**src/rtl/spi_ram_pkg.sv**
```systemverilog
// Shared command encoding and word widths for the SPI slave and the command RAM.
// Latency: none (types and constants only).
// Backpressure: not applicable.
package spi_ram_pkg;

  localparam int CMD_W  = 2;
  localparam int WORD_W = 10;
  localparam int DATA_W = 8;

  typedef enum logic [CMD_W-1:0] {
    CMD_WR_ADDR = 2'b00,
    CMD_WR_DATA = 2'b01,
    CMD_RD_ADDR = 2'b10,
    CMD_RD_DATA = 2'b11
  } cmd_e;

endpackage

```
**src/rtl/spi_ram_core.sv**
```systemverilog
// Single-port byte array with a registered read port.
// Latency: write and read both take effect on the enabling clock edge; rdata holds until the next read.
// Backpressure: none; callers must only enable with an in-range address.
module spi_ram_core
  import spi_ram_pkg::*;
#(
  parameter int DEPTH = 256,
  parameter int AW    = 8
) (
  input  logic              clk,
  input  logic              we,
  input  logic              re,
  input  logic [AW-1:0]     addr,
  input  logic [DATA_W-1:0] wdata,
  output logic [DATA_W-1:0] rdata
);

  // Contents survive reset, so the array has no reset term.
  logic [DATA_W-1:0] mem [DEPTH];

  // Write on we, capture read data on re; the read register holds between reads.
  always_ff @(posedge clk) begin
    if (we) mem[addr] <= wdata;
    if (re) rdata <= mem[addr];
  end

endmodule

```
**src/rtl/spi_cmd_ram.sv**
```systemverilog
// Decodes 10-bit SPI command words into address/data operations on a byte RAM (optional ADDR_AUTOINC_EN).
// Latency: read data and tx_valid appear one cycle after the RD_DATA edge and hold until the next command.
// Backpressure: none; every rx_valid pulse is accepted.
module spi_cmd_ram
  import spi_ram_pkg::*;
#(
  parameter int MEM_DEPTH = 256,
  parameter int ADDR_SIZE = 8
) (
  input  logic              clk,
  input  logic              reset,
  input  logic [WORD_W-1:0] din,
  input  logic              rx_valid,
  output logic [DATA_W-1:0] dout,
  output logic              tx_valid
);

  cmd_e                 cmd;
  logic [ADDR_SIZE-1:0] din_addr;
  logic [ADDR_SIZE-1:0] wr_addr;
  logic [ADDR_SIZE-1:0] rd_addr;
  logic [ADDR_SIZE-1:0] core_addr;
  logic                 wr_in_range;
  logic                 rd_in_range;
  logic                 core_we;
  logic                 core_re;
  logic [DATA_W-1:0]    core_rdata;
  logic                 rd_oor;

  assign cmd         = cmd_e'(din[WORD_W-1:DATA_W]);
  assign din_addr    = din[ADDR_SIZE-1:0];
  assign wr_in_range = int'(wr_addr) < MEM_DEPTH;
  assign rd_in_range = int'(rd_addr) < MEM_DEPTH;

`ifdef ADDR_AUTOINC_EN
  // Out-of-range addresses also wrap to 0 so the pointer re-enters the array.
  function automatic logic [ADDR_SIZE-1:0] inc_wrap(input logic [ADDR_SIZE-1:0] a);
    if (int'(a) >= MEM_DEPTH - 1) return '0;
    return a + ADDR_SIZE'(1);
  endfunction
`endif

  // Steer the single RAM port: reads use rd_addr, everything else uses wr_addr; out-of-range accesses never reach the array.
  always_comb begin
    core_we   = 1'b0;
    core_re   = 1'b0;
    core_addr = wr_addr;
    if (rx_valid) begin
      case (cmd)
        CMD_WR_DATA: core_we = wr_in_range;
        CMD_RD_DATA: begin
          core_re   = rd_in_range;
          core_addr = rd_addr;
        end
        default: ;
      endcase
    end
  end

  // Address registers, tx_valid and the out-of-range read flag update on each accepted command.
  always_ff @(posedge clk or negedge reset) begin
    if (!reset) begin
      wr_addr  <= '0;
      rd_addr  <= '0;
      tx_valid <= 1'b0;
      rd_oor   <= 1'b0;
    end else if (rx_valid) begin
      tx_valid <= (cmd == CMD_RD_DATA);
      case (cmd)
        CMD_WR_ADDR: wr_addr <= din_addr;
        CMD_WR_DATA: begin
`ifdef ADDR_AUTOINC_EN
          wr_addr <= inc_wrap(wr_addr);
`endif
        end
        CMD_RD_ADDR: rd_addr <= din_addr;
        CMD_RD_DATA: begin
          rd_oor <= !rd_in_range;
`ifdef ADDR_AUTOINC_EN
          rd_addr <= inc_wrap(rd_addr);
`endif
        end
        default: ;
      endcase
    end
  end

  // Gating by tx_valid gives dout=0 the instant reset asserts, without resetting the RAM read register.
  assign dout = (tx_valid && !rd_oor) ? core_rdata : '0;

  spi_ram_core #(
    .DEPTH(MEM_DEPTH),
    .AW   (ADDR_SIZE)
  ) u_core (
    .clk  (clk),
    .we   (core_we),
    .re   (core_re),
    .addr (core_addr),
    .wdata(din[DATA_W-1:0]),
    .rdata(core_rdata)
  );

endmodule

```
**config.mk**
```make
export PLATFORM = sky130hd
export DESIGN_NAME = spi_cmd_ram
export DESIGN_NICKNAME = d
export VERILOG_FILES = /design/src/rtl/spi_ram_pkg.sv /design/src/rtl/spi_ram_core.sv /design/src/rtl/spi_cmd_ram.sv
export SDC_FILE = /design/constraint.sdc
export NUM_CORES = 2
export LEC_CHECK = 0
export ABC_AREA = 1
export CORE_ASPECT_RATIO = 1.2
export CORE_UTILIZATION = 35
export CTS_BUF_LIST = sky130_fd_sc_hd__clkbuf_16
export DETAILED_ROUTE_END_ITERATION = 8
export GPL_TIMING_DRIVEN = 0
export HOLD_SLACK_MARGIN = 0.03
export SLEW_MARGIN = 15
export SYNTH_ARGS = -nofsm -noshare
export SYNTH_HDL_FRONTEND = slang
export SYNTH_HIERARCHICAL = 1
export SYNTH_SLANG_ARGS = --single-unit
```
**constraint.sdc**
```tcl
create_clock -name clk -period 2.7 [get_ports clk]
set_clock_uncertainty 0.1 [all_clocks]
set_input_delay 0.405 -clock clk [delete_from_list [all_inputs] [get_ports clk]]
set_output_delay 0.405 -clock clk [all_outputs]
set_load 0.02 [all_outputs]
```
==> results.md <==
- Run status: complete, but fails checks
- Violated checks: negative setup slack
- Layout cells sized above 1: 16.9%
- Largest net degree at the start of global routing: 108
- # IOs: 22
- Worst-path clk slew: 0.06 ns
- Global-route wire length before repair: 383000 um
- RSZ-0062 raised after global routing: yes
- Hold depth: 5
- Critical path data required time: 3.15 ns
- R2r setup slk: -0.27 ns
- FF-to-FF End: u_core/rdata[2]
- Flop pwr share: 45.2%
- Placed cell areas: 90700 um^2
- Drt total wl: 272000 um
- Vias per cell: 4.97
- Netlist cell types: 23
- Gr usage total: 21.4%
- Hold endpoint: rd_addr[6]
- Crit path DAT: 3.42 ns
- Overflow after GRT: 0
- Syn avg cell area: 10.5 um^2
- Post-DRT Antenna Nets: 0
- Core Area: 243000 um^2
- Clk buf depth: 3
- Post-Synth Adder-Cell Area: 0%
- Highest attainable clock frequency: 337 MHz
- Pwr per Cell Area: 760 nW/um^2
- Final instance area: 103000 um^2
- Reg-to-reg startpoint: rd_addr[0]
- Period utilization: 110%
- Final hold vios: 0
- Post-layout util: 42.6%
- Cells on worst reg2reg path: 16
- Filler Cell Count: 22300
- Setup Viol. Count Final: 1322
- Routability congestion estimate: 0.958
- Number of global-route vias before repair: 56300
- Critical Path End Type: flip-flop
- Multi-input combinational cell area: 25200 um^2
- Detailed Place HPWL: 185000 um
- Internal: 55.5 mW
- Root cell of the clock tree: clkbuf_16
- Max-Cap Viols: 0
- Die W: 454 um
- Number of synthesized register bits: 2073
- Ys Warns: 6
- Mapped Cells: 8141
- Max FO, Critical Path: 6
- Initial core utilization: 35.3%
- Buffers on Ports: 21
- Area growth syn-to-layout: 20.6%
- H-tree Lvls: 4
- Die Footprint: 247000 um^2
- Logic pwr share: 18.4%
- TritonRoute pass-1 iters: 8
- Hold Startpoint: rx_valid
- Slew @ Worst Pin: 0.823 ns
- Sink Count: 2073
- Sequential Area: 62200 um^2
- Startpoint types: flip-flop
- Largest family of logic cells by synthesized area: simple AND/OR/NAND/NOR gates
- Max IR drop VDD: 679 uV
- Slew headroom: 45.1%
- Min-delay worst type: in -> reg
- P_leak: 40.4 nW
- Via count: 58900
- Worst skew pair latency: 0.89 ns
- Switching Fraction: 29.4%
- Psw: 23.1 mW
- Avg WL per Cell: 23.0 um
- Main flop type after synthesis: edfxtp_1
- Remaining DRCs: 0
- Critical path type: reg -> reg
- Cell row count: 198
- Cts bufs inserted: 201
- Syn nets: 8154
- Antenna violations before repair: 7
- DR iter-0 viols: 5630
- Xor/xnor share of the synthesized area: 0%
- Min Tclk post-route: 2.97 ns
- Synth Area in Compound Gates: 1.12%
- CTS tree: done
- Number of synthesized flops with an enable pin: 2056
- Post-synthesis sequential area ratio: 72.4%
- Synthesized area: 85800 um^2
- Clock share of power: 36.4%
- Die Height: 544 um
- # nets final: 8485
- Simple-gate share of the synthesized area: 24.0%
- Post-synthesis mux area share: 0%
- Max-slew violations: 0
- Final WS setup: -0.266 ns
- Ys async rst share: 0.820%
## critical path, stage by stage, from the launching register on
cell	delay, ns
dfrtp_1	0.41
nand2_4	0.09
nand2_8	0.11
buf_12	0.19
buf_12	0.16
buf_16	0.16
buf_12	0.16
nand2_1	0.07
a21oi_1	0.08
o21ai_2	0.17
nand2_2	0.12
o21ai_2	0.18
nand2_2	0.10
nor2_4	0.17
nor2_2	0.06
nor2_2	0.13
nand2_2	0.15
## power groups by stage
stage               clock network [mW]  registers (mW)  logic, mW
floorplan                            0            36.2       6.42
global route                      30.2            35.5       15.3
finish                            28.6            35.5       14.5
global placement                     0            36.7       11.9
detailed placement                   0            36.2       12.0
CTS                               29.0            35.5       12.8
## how the worst max path moves through the flow
stage	startpoint	endpoint	depth (start not counted)
after floorplan	rx_valid	u_core/mem[101][0]	14
after CTS	wr_addr[0]	u_core/rdata[1]	17
after detailed placement	din[8]	u_core/mem[102][1]	14
after global routing	rd_addr[0]	u_core/rdata[2]	16
after global placement	din[2]	u_core/mem[134][2]	1
final	rd_addr[0]	u_core/rdata[2]	16
## area by class of cell
cell class / instances / share of cell area [%]
diodes: 2 / 0.00484
clock inverters: 173 / 1.64
inverters: 45 / 0.222
clock buffers: 202 / 4.88
repair buffers: 127 / 1.84
flip-flops and latches: 2073 / 60.1
well taps: 3200 / 3.87
plain buffers: 421 / 3.14
multi-input cells: 5603 / 24.3
## synth_stat cells, types with 2 or more instances
cell type	n	share of area (%)
nand4_1	8	0.058
o21ai_1	119	0.69
nor2_1	361	1.6
inv_4	2	0.015
buf_2	183	1.1
dfrtp_1	17	0.50
inv_2	3	0.013
clkbuf_1	171	0.75
edfxtp_1	2056	72
buf_6	7	0.092
inv_1	40	0.17
a21oi_1	32	0.19
nand3_1	197	1.1
buf_1	52	0.23
nand2_4	2	0.026
o21ai_0	41	0.24
nand2_1	4837	21
buf_4	8	0.070
## sequential cells by signal, summed over array words and instances, names as in the netlist
register / flops
rd_addr: 8
wr_addr: 8
u_core/mem: 2048
u_core/rdata: 8
tx_valid: 1
## cells by family (layout without fill, tap and decap cells)
logic type             count (synthesis)  in the layout
AO/OA/AOI/OAI                        192            192
AND/OR/NAND/NOR                     5410           5411
flip-flops                          2073           2073
buffers and inverters                466            968
other                                  0              2
## metal layers
| metal | GRT usage (%) | share of wire, % | up-vias |
|---|---|---|---|
| li1 | - | - | 27500 |
| met1 | 26.4 | 38 | 28600 |
| met2 | 35.5 | 48 | 2231 |
| met3 | 3.01 | 7.0 | 561 |
| met4 | 13.4 | 6.8 | 6 |
| met5 | 0 | 0.026 | - |
## per-stage QoR
step                      hold slack (ns)  instances  setup TNS, ns  setup slack, ns  power, mW
after detailed placement            0.363      11400       -5490.50            -3.22       48.2
after global routing               0.0393      11800        -147.78           -0.298       81.0
after global placement              0.353      11400              -            -9.06       48.5
after CTS                          0.0525      11800        -408.54           -0.355       77.3
final                              0.0536      11800         -93.21           -0.266       78.6
after floorplan                   0.00941       8141        -113.53           -0.139       42.6
## cell usage in the layout, fill, tap and decap left out, types with 58 or more instances in the layout
cell type	count
nor2_1	58
nand2_2	191
buf_2	117
clkbuf_16	224
nand2_1	4582
nand2_4	60
buf_4	109
clkbuf_2	92
nor2_4	252
edfxtp_1	2056
o21ai_1	83
inv_1	78
nand3_1	162
## what timing repair did
action / CTS / global route
pin swaps: 30 / 162
gates cloned: 5 / 18
endpoints found under the setup margin: 2064 / 2064
resized for setup: 881 / 803
hold buffers: 13 / 2
hold endpoints to repair: 505 / 2
setup buffers: 20 / 32
(Power assumes the default switching activity.)
